$ cat config.mk
export PLATFORM = sky130hd
export DESIGN_NAME = vram_arbiter
export DESIGN_NICKNAME = d
export VERILOG_FILES = /design/src/rtl/vram_arbiter.sv
export SDC_FILE = /design/constraint.sdc
export NUM_CORES = 1
export LEC_CHECK = 0
export CAP_MARGIN = 30
export CORE_ASPECT_RATIO = 0.7
export CORE_UTILIZATION = 34
export DETAILED_ROUTE_END_ITERATION = 12
export GPL_TIMING_DRIVEN = 1
export PLACE_DENSITY = 0.79
export SYNTH_ARGS = -nofsm -noshare
export SYNTH_HDL_FRONTEND = slang
export SYNTH_SLANG_ARGS = --single-unit
$ cat constraint.sdc
create_clock -name clk -period 5.1 [get_ports clk]
set_input_delay 1.275 -clock clk [delete_from_list [all_inputs] [get_ports clk]]
set_output_delay 1.275 -clock clk [all_outputs]
set_load 0.01 [all_outputs]
$ cat src/rtl/vram_arbiter.sv
// Shares one single-port VRAM between display refresh and a CPU port.
// Display slots always win; the CPU gets a 3-cycle grant/wait/ack access.
module vram_arbiter #(
  parameter int FB_W  = 160,
  parameter int SHIFT = 2,
  parameter int DW    = 8
) (
  input  logic          clk,
  input  logic          reset,
  input  logic [15:0]   hpos,
  input  logic [15:0]   vpos,
  input  logic          display_on,
  input  logic          cpu_req,
  input  logic          cpu_we,
  input  logic [15:0]   cpu_addr,
  input  logic [DW-1:0] cpu_wdata,
  output logic          cpu_ack,
  output logic [DW-1:0] cpu_rdata,
  output logic [15:0]   ram_addr,
  output logic          ram_we,
  output logic [DW-1:0] ram_wdata,
  input  logic [DW-1:0] ram_rdata,
  output logic [DW-1:0] pix_data,
  output logic          pix_valid
);

  typedef enum logic [1:0] {
    IDLE,
    WAIT,
    ACK
  } state_t;

  localparam logic [15:0] LOW_MASK = 16'((32'd1 << SHIFT) - 32'd1);

  state_t      state;
  state_t      state_next;
  logic        slot;
  logic        grant;
  logic [31:0] prod;
  logic [15:0] disp_addr;
  logic        slot_d;
  logic        on_d;

  assign slot = display_on && ((hpos & LOW_MASK) == 16'd0);

  // Full-width product, then wrap to the 16-bit RAM address space.
  assign prod = 32'(vpos >> SHIFT) * 32'(FB_W) + 32'(hpos >> SHIFT);
  assign disp_addr = prod[15:0];

  assign grant = (state == IDLE) && cpu_req && !slot && !reset;
  assign cpu_ack = (state == ACK);

  always_comb begin
    state_next = state;
    ram_addr   = 16'd0;
    ram_we     = 1'b0;
    ram_wdata  = '0;
    unique case (state)
      IDLE: if (grant) state_next = WAIT;
      WAIT: state_next = ACK;
      ACK:  state_next = IDLE;
      default: state_next = IDLE;
    endcase
    if (slot) begin
      ram_addr = disp_addr;
    end else if (grant) begin
      ram_addr  = cpu_addr;
      ram_we    = cpu_we;
      ram_wdata = cpu_wdata;
    end
  end

  always_ff @(posedge clk) begin
    if (reset) begin
      state     <= IDLE;
      cpu_rdata <= '0;
      pix_data  <= '0;
      pix_valid <= 1'b0;
      slot_d    <= 1'b0;
      on_d      <= 1'b0;
    end else begin
      state     <= state_next;
      slot_d    <= slot;
      on_d      <= display_on;
      pix_valid <= on_d;
      if (state == WAIT) cpu_rdata <= ram_rdata;
      if (slot_d) pix_data <= ram_rdata;
    end
  end

endmodule
==> out/results.env, run 1 <==
DIEAREA_UM2=5622
MAX_CAP_VIOLATIONS=0
FIRST_PASS_ITERS=4
DIE_HEIGHT_UM=63.03
SETUP-TNS-FINAL_NS=-0.5261
TIMING.CRITICAL_PATH.FROM_TYPE='input pin'
GLOBAL_ROUTE.OVERFLOW_TOTAL=0
WL_PER_CELL_UM=15.22
HIGHEST_ATTAINABLE_CLOCK_FREQUENCY_MHz=188.2
P_INT_mW=0.4841
CTS_SINKS=21
VIOLATIONS='setup timing'
P_TOTAL_mW=0.7408
POWER.SHARE.SWITCHING=0.3466
FINAL_LAYOUT_NET_COUNT=461
DETAILEDPLACE.WORSTSLACK_NS=-1.116
REQUIRED_NS=3.83
CLOCK_TRANSITION_AT_PATH_REGS_NS=0.08
POSTSYNTHNETCOUNT=314
ANTENNA_FOUND_INITIAL=0
TIMING.CRITICAL_PATH.ARRIVAL_NS=4.04
SYNTH-EDFF-COUNT=0
CLOCK_NETWORK_FRACTION_OF_TOTAL_POWER=0.143
FIN_HOLD_WS_NS=0.4469
PLACE_INST=427
LAYOUT-AREA-OVERHEAD-VS-SYNTH_PCT=96.75
IR_DROP_uV=119.6
PORTION_OF_THE_POST_SYNTHESIS_AREA_USED_BY_SEQUENTIAL_ELEMENTS=0.2324
POSTSYNTH.ASYNCRESETSHARE=0
MET2_USAGE=0.4008
OUTCOME='finished with violations'
POST_CTS_HOLD_BUFFER_COUNT=0
DETAILED_PLACE_HPWL_MM=5.020
ROWS=21
DRT_ITER0_MARKERS=60
POST_LAYOUT_NONFILLER_INSTANCES=433
FINAL_CELL_MIX='93 x sky130_fd_sc_hd__clkdlybuf4s50_1, 39 x sky130_fd_sc_hd__buf_4, 24 x sky130_fd_sc_hd__nand2_1'
MOST_USED_LAYER_GLOBAL_ROUTE='met2'
ROUTED-VIA-COUNT=2191
GRT_MAX_DEGREE=21
FIN_SKEW_NS=0.008540
FINALWORSTSETUPSLACK_NS=-0.2148
FINAL_COMMON_CELL='sky130_fd_sc_hd__clkdlybuf4s50_1'
SLEW_HEADROOM=0.6563
INITIAL_CORE_UTIL=0.3663
NUMPORTBUFFERS=106
POSTPLACECELLAREA_UM2=3259
TIMING.FINAL.CRIT_SHARE=1.042
DRC_VIOLATIONS_LEFT=0
FINALWEIGHTEDCONGESTION=0.8319
SYNTH.YOSYS.WARNINGS=0
CRIT_FANOUT=2
DESIGN_AREA_UM2=3560
P_PER_AREA_nW_PER_UM2=208.1
SHARE_COMB_OF_TOTAL_POWER=0.623
H-TREE-DEPTH=1
TOTAL_SWITCHING_POWER_mW=0.2568
SETUP_REPAIR_AFTER_GLOBAL_ROUTING_MISSED_ITS_MARGIN='yes'
FINALWIRELENGTH_MM=6.590
GRT_PASS1_WL_MM=10.12
DRT-VIAS-PER-INSTANCE=5.060
SYNTHESIS.AREA_UM2=1809
FILLER_CELL_COUNT=389
TRITONCTS_CLOCK_TREE='done'
DRTANTENNAVIOLNETS=0
P_SEQ_FRAC=0.235
SETUP_VIOL_COUNT_FINAL=3
SYNTHCELLS=218
MET1_USAGE=0.3030
MIN-DELAY-PATH-CLASS='flip-flop to flip-flop'
CORE_AREA_UM2=4940
GRTUSAGETOTAL=0.2329
HOLD_VIOLATIONS=0
YS_SEQ_ELEMENTS=21
NUM_ANTENNA_CELLS=0
CRITICAL_PATH_CLASS='input pin to output port'
SYNTH.LIB_CELLS_USED.DISTINCT=42
WORSTMARGINPINSLEW_NS=0.5145
UTILIZATION=0.7206
IOS=112
DIE_WIDTH_UM=89.19
SYNTHESIS.AREA_PER_INSTANCE_UM2=8.299
FINAL_MAX_SLEW_VIOL_COUNT=0
MET3_USAGE=0.04095
WORSTSKEWPAIRLATENCY_NS=0.26
STATIC-LEAKAGE-POWER_nW=1.451
NUMBER_OF_GLOBAL_ROUTE_VIAS_BEFORE_REPAIR=2231
SYNTH_TOP_FLOP_CELL='sky130_fd_sc_hd__dfxtp_1'
FINAL.MIN_CLOCK_PERIOD_NS=5.315
TRITONCTS_BUFFER_COUNT=3
CRITPATHCAPTURETYPE='output port'
CLK_ROOT_BUFFER_CELL='sky130_fd_sc_hd__clkbuf_8'
CTS_MAX_PATH_BUFS=2
POST_ROUTE_CELLS_DRIVE_ABOVE_1_SHARE=0.2692
what timing repair did:
item,4_1_cts,5_1_grt
gates cloned,0,0
endpoints found under the setup margin,7,5
setup buffers,3,1
pin swaps,28,23
gates resized for setup,74,23
power groups by stage:
stage	combinational (mW)	sequential [mW]	clock [mW]
finish	0.461	0.174	0.106
detailed placement	0.379	0.178	0
global placement	0.371	0.177	0
CTS	0.417	0.174	0.110
global route	0.493	0.175	0.116
floorplan	0.187	0.179	0
cells in the mapped netlist, types with 2 or more instances:
| cell | n | share of area |
|---|---|---|
| sky130_fd_sc_hd__ha_1 | 25 | 0.17 |
| sky130_fd_sc_hd__nand2_1 | 24 | 0.050 |
| sky130_fd_sc_hd__dfxtp_1 | 21 | 0.23 |
| sky130_fd_sc_hd__o21ai_0 | 18 | 0.050 |
| sky130_fd_sc_hd__a21oi_1 | 16 | 0.044 |
| sky130_fd_sc_hd__nor2_1 | 16 | 0.033 |
| sky130_fd_sc_hd__and2_1 | 9 | 0.031 |
| sky130_fd_sc_hd__mux2i_1 | 8 | 0.044 |
| sky130_fd_sc_hd__a22o_1 | 7 | 0.034 |
| sky130_fd_sc_hd__inv_1 | 7 | 0.015 |
| sky130_fd_sc_hd__a211oi_1 | 6 | 0.025 |
| sky130_fd_sc_hd__xnor2_1 | 6 | 0.029 |
| sky130_fd_sc_hd__clkbuf_1 | 5 | 0.010 |
| sky130_fd_sc_hd__nor2b_1 | 5 | 0.017 |
| sky130_fd_sc_hd__a21o_1 | 4 | 0.017 |
| sky130_fd_sc_hd__xor2_1 | 4 | 0.019 |
| sky130_fd_sc_hd__a32o_1 | 3 | 0.017 |
| sky130_fd_sc_hd__nand2b_1 | 3 | 0.010 |
| sky130_fd_sc_hd__a21o_2 | 2 | 0.0097 |
| sky130_fd_sc_hd__a31oi_1 | 2 | 0.0069 |
| sky130_fd_sc_hd__fa_1 | 2 | 0.022 |
| sky130_fd_sc_hd__nor4_1 | 2 | 0.0069 |
| sky130_fd_sc_hd__o211ai_1 | 2 | 0.0083 |
| sky130_fd_sc_hd__o21bai_1 | 2 | 0.0083 |
| sky130_fd_sc_hd__or2b_2 | 2 | 0.0097 |
layout make-up:
cell class                      instances  area, um2  share of cell area
Multi-Input combinational cell        182       1582              0.4443
Timing Repair Buffer                  150       1396              0.3923
Sequential cell                        21      420.4              0.1181
Tap cell                               69      86.33             0.02425
Clock buffer                            3      41.29             0.01160
Inverter                                7      28.78            0.008084
Clock inverter                          1      5.005            0.001406
routing by layer:
layer / up-vias / wire, um
met4: 0 / 95
met3: 8 / 338
li1: 1086 / -
met2: 79 / 3062
met5: - / 0
met1: 1018 / 3094
sequential cells by signal, summed over array words and instances (netlist names):
register   flops
slot_d         1
state          2
on_d           1
pix_valid      1
pix_data       8
cpu_rdata      8
path summary, 6_finish.rpt:
kind	startpoint	end	slack [ns]	cells after the start
max	vpos[4]	ram_addr[15]	-0.21	15
min reg2reg	on_d	pix_valid	0.45	1
min	on_d	pix_valid	0.45	1
max reg2reg	state[0]	cpu_rdata[7]	3.91	3
worst max-delay path: stages:
cell,delay (ns)
sky130_fd_sc_hd__buf_8,0.10
sky130_fd_sc_hd__buf_6,0.11
sky130_fd_sc_hd__ha_4,0.16
sky130_fd_sc_hd__ha_4,0.16
sky130_fd_sc_hd__fa_2,0.38
sky130_fd_sc_hd__a21o_4,0.22
sky130_fd_sc_hd__a21oi_4,0.14
sky130_fd_sc_hd__xnor2_2,0.11
sky130_fd_sc_hd__ha_4,0.30
sky130_fd_sc_hd__o21ai_2,0.05
sky130_fd_sc_hd__a32o_1,0.21
sky130_fd_sc_hd__a41o_2,0.24
sky130_fd_sc_hd__a211o_1,0.22
sky130_fd_sc_hd__a32o_2,0.24
sky130_fd_sc_hd__buf_6,0.12
logic make-up after synthesis:
logic type,share of synthesized area
simple gates,0.1985
fa+ha+maj,0.1950
flops,0.2324
compound gates,0.2455
xor+xnor,0.04841
buf+inv,0.03596
mux,0.04426
Power figures use the tool's default switching activity.
==> inputs of run 2 (changes only) <==
--- a/config.mk
+++ b/config.mk
@@ -8,6 +8,7 @@
 export CAP_MARGIN = 30
 export CORE_ASPECT_RATIO = 0.7
 export CORE_UTILIZATION = 34
+export CTS_CLUSTER_SIZE = 24
 export DETAILED_ROUTE_END_ITERATION = 12
 export GPL_TIMING_DRIVEN = 1
 export PLACE_DENSITY = 0.79
==> results of run 2 <==
No change in the layout: final DEF, timing and power equal those of run 1.
==> inputs of run 3 (changes only) <==
--- a/config.mk
+++ b/config.mk
@@ -5,13 +5,12 @@
 export SDC_FILE = /design/constraint.sdc
 export NUM_CORES = 1
 export LEC_CHECK = 0
-export CAP_MARGIN = 30
 export CORE_ASPECT_RATIO = 0.7
 export CORE_UTILIZATION = 34
 export CTS_CLUSTER_SIZE = 24
 export DETAILED_ROUTE_END_ITERATION = 12
 export GPL_TIMING_DRIVEN = 1
-export PLACE_DENSITY = 0.79
+export PLACE_DENSITY = 0.85
 export SYNTH_ARGS = -nofsm -noshare
 export SYNTH_HDL_FRONTEND = slang
 export SYNTH_SLANG_ARGS = --single-unit
==> run 3 against run 2 <==
  * The flow still finishes with violations (setup timing)
  * Count of clock-buffer cells in the layout unchanged
  * First-iteration DRC count increased by 43%
  * Sequential power about the same
  * Critical path depth unchanged
  * Routed wire length decreased by 2.2%
  * Core utilization decreased by 0.84 points
  * Maximum frequency decreased by 0.86%
  * Die area unchanged
  * Largest power group unchanged
  * Highest routed layer unchanged
==> out/results.env, run 3 (synthesis results as in run 1) <==
OUTCOME='finished with violations'
VIOLATIONS='setup timing'
FIN_SKEW_NS=0.003326  # -0.005214 ns
NUMBER_OF_GLOBAL_ROUTE_VIAS_BEFORE_REPAIR=2242  # +0.49%
FINAL_LAYOUT_NET_COUNT=459  # -0.43%
CRITICAL_PATH_CLASS='input pin to output port'
WORST_HOLD_PATH.NUM_CELLS=1  # unchanged
FINAL_CELL_MIX='93 x sky130_fd_sc_hd__clkdlybuf4s50_1, 36 x sky130_fd_sc_hd__buf_4, 24 x sky130_fd_sc_hd__nand2_1'
SLEW_HEADROOM=0.6251  # -0.03115
CRITPATHCAPTURETYPE='output port'
INITIAL_CORE_UTIL=0.3663  # unchanged
FINALWIRELENGTH_MM=6.444  # -2.2%
REGISTER_AREA_UM2=420.4  # unchanged
HIGHEST_ATTAINABLE_CLOCK_FREQUENCY_MHz=186.5  # -0.86%
TRITONCTS_CLOCK_TREE='done'
TIMING.FINAL.CRIT_SHARE=1.051  # +0.009047
POST_CTS_HOLD_BUFFER_COUNT=0  # unchanged
WL_PER_CELL_UM=14.95  # -1.8%
P_PER_AREA_nW_PER_UM2=206.4  # -0.81%
STATIC-LEAKAGE-POWER_nW=1.445  # -0.37%
SETUP_REPAIR_AFTER_GLOBAL_ROUTING_MISSED_ITS_MARGIN='yes'
TOTAL_SWITCHING_POWER_mW=0.2491  # -3.0%
DIE_HEIGHT_UM=63.03  # unchanged
ROUTED-VIA-COUNT=2156  # -1.6%
NUMPORTBUFFERS=106  # unchanged
TIMING.CRITICAL_PATH.FROM_TYPE='input pin'
P_INT_mW=0.4772  # -1.4%
MULTI_INPUT_COMBINATIONAL_CELL_AREA_UM2=1553  # -1.8%
FIRST_PASS_ITERS=4  # unchanged
GRT_MAX_DEGREE=21  # unchanged
LAYOUT-AREA-OVERHEAD-VS-SYNTH_PCT=94.47
FILLER_CELL_COUNT=406  # +4.4%
GLOBAL_ROUTE.OVERFLOW_TOTAL=0  # unchanged
FINAL_COMMON_CELL='sky130_fd_sc_hd__clkdlybuf4s50_1'
IR_DROP_uV=115.7  # -3.3%
POST_ROUTE_CELLS_DRIVE_ABOVE_1_SHARE=0.2624  # -0.006800
POSTPLACECELLAREA_UM2=3229  # -0.92%
WORSTSKEWPAIRLATENCY_NS=0.26  # about the same
DRT-VIAS-PER-INSTANCE=5.002  # -1.1%
END_OF_THE_WORST_REGISTER_TO_REGISTER_PATH='cpu_rdata[0]'
MIN-DELAY-PATH-CLASS='flip-flop to flip-flop'
CLOCK_NETWORK_FRACTION_OF_TOTAL_POWER=0.148  # +0.005
IOS=112  # unchanged
CRITICAL_PATH.REG2REG.STARTPOINT='state[0]'
FINALWEIGHTEDCONGESTION=0.8063  # -3.1%
DESIGN_AREA_UM2=3518  # -1.2%
DETAILED_PLACE_HPWL_MM=5.051  # +0.63%
GRT_PASS1_WL_MM=10.32  # +2.0%
H-TREE-DEPTH=1  # unchanged
CTS_MAX_PATH_BUFS=2  # unchanged
CTS_SINKS=21  # unchanged
WHS_ENDPOINT='pix_valid'
P_SEQ_FRAC=0.240  # +0.005
DETAILEDPLACE.WORSTSLACK_NS=-1.140  # -0.02336 ns
TRITONCTS_BUFFER_COUNT=3  # unchanged
GRTUSAGETOTAL=0.2366  # +0.003762
SETUP_VIOL_COUNT_FINAL=3  # unchanged
HOLD_VIOLATIONS=0  # unchanged
WORSTREGTOREGCELLS=3  # unchanged
MAX_CAP_VIOLATIONS=0  # unchanged
ANTENNA_FOUND_INITIAL=0  # unchanged
WORSTMARGINPINSLEW_NS=0.5612  # +0.04663 ns
TIMING.CRITICAL_PATH.ARRIVAL_NS=4.09  # +0.05 ns
FINALWORSTSETUPSLACK_NS=-0.2609  # -0.04614 ns
DRTANTENNAVIOLNETS=0  # unchanged
DIEAREA_UM2=5622  # unchanged
DIE_WIDTH_UM=89.19  # unchanged
LAYOUT_TOP_REGISTERS='cpu_rdata (8), pix_data (8), state (2)'
CLK_ROOT_BUFFER_CELL='sky130_fd_sc_hd__clkbuf_8'
CLOCK_TRANSITION_AT_PATH_REGS_NS=0.08  # about the same
CRIT_FANOUT=2  # unchanged
SHARE_COMB_OF_TOTAL_POWER=0.612  # -0.011
DRC_VIOLATIONS_LEFT=0  # unchanged
CORE_AREA_UM2=4940  # unchanged
REG2REG_SETUP_SLACK_NS=3.84  # -0.07 ns
DRT_ITER0_MARKERS=86  # +43%
P_TOTAL_mW=0.7263  # -2.0%
FINAL_MAX_SLEW_VIOL_COUNT=0  # unchanged
NUM_ANTENNA_CELLS=0  # unchanged
FINAL.MIN_CLOCK_PERIOD_NS=5.361  # +0.04614 ns
WORSTHOLDSTART='on_d'
POWER.SHARE.SWITCHING=0.3430  # -0.003616
ROWS=21  # unchanged
REQUIRED_NS=3.83  # about the same
[run 3: critical path: stages]
cell                      delay [ns]
sky130_fd_sc_hd__buf_8          0.11
sky130_fd_sc_hd__buf_6          0.11
sky130_fd_sc_hd__ha_4           0.15
sky130_fd_sc_hd__ha_4           0.16
sky130_fd_sc_hd__fa_2           0.37
sky130_fd_sc_hd__a21o_2         0.21
sky130_fd_sc_hd__a21oi_2        0.15
sky130_fd_sc_hd__xnor2_1        0.08
sky130_fd_sc_hd__ha_2           0.34
sky130_fd_sc_hd__o21ai_2        0.06
sky130_fd_sc_hd__a32o_1         0.20
sky130_fd_sc_hd__a41o_2         0.24
sky130_fd_sc_hd__a211o_1        0.27
sky130_fd_sc_hd__a32o_2         0.25
sky130_fd_sc_hd__buf_6          0.12
[run 3: layer usage]
layer / global-route usage / vias up / wire length [um]
met3: 0.04359 / 12 / 381
met1: 0.3027 / 987 / 2908
met4: 0.05556 / 0 / 120
met2: 0.4065 / 81 / 3034
met5: 0 / - / 0
li1: - / 1076 / -
[run 3: per-stage QoR]
| stage | util | instances | hold slack [ns] | setup TNS (ns) |
|---|---|---|---|---|
| after floorplan | - | 218 | 0.4138 | 0 |
| after global placement | 0.6537 | 423 | 0.4251 | -4.562 |
| after detailed placement | 0.6537 | 423 | 0.4414 | -4.982 |
| after CTS | 0.6958 | 430 | 0.4589 | -0.6271 |
| after global routing | 0.7123 | 431 | 0.4773 | -0.9180 |
| final | 0.7123 | 431 | 0.4567 | -0.6151 |
[run 3: worst max path at each step]
| stage | start | endpoint | slack, ns | cells after the start |
|---|---|---|---|---|
| floorplan | vpos[3] | ram_addr[15] | 0.005 | 12 |
| finish | vpos[4] | ram_addr[15] | -0.26 | 15 |
| global placement | vpos[4] | ram_addr[15] | -1.03 | 14 |
| detailed placement | vpos[5] | ram_addr[15] | -1.14 | 14 |
| CTS | vpos[4] | ram_addr[15] | -0.23 | 15 |
| global route | vpos[6] | ram_addr[15] | -0.33 | 14 |
[run 3: timing repair]
action                                  4_1_cts  5_1_grt
gates resized for setup                      75       17
setup buffers                                 3        2
pin swaps                                    24       25
endpoints found under the setup margin        7        4
[run 3: layout make-up]
cell class              instances  area share
clock buffers                   3     0.01174
clock inverters                 1    0.001422
inverters                       7    0.008179
multi-input cells             182      0.4413
flip-flops and latches         21      0.1195
well taps                      69     0.02454
repair buffers                148      0.3933
[run 3: power by group through the flow]
stage                     combinational [mW]  sequential [mW]  clock (mW)
after detailed placement               0.369            0.178           0
after global placement                 0.360            0.177           0
after CTS                              0.406            0.174       0.110
after global routing                   0.483            0.175       0.120
final                                  0.444            0.174       0.108
after floorplan                        0.187            0.179           0
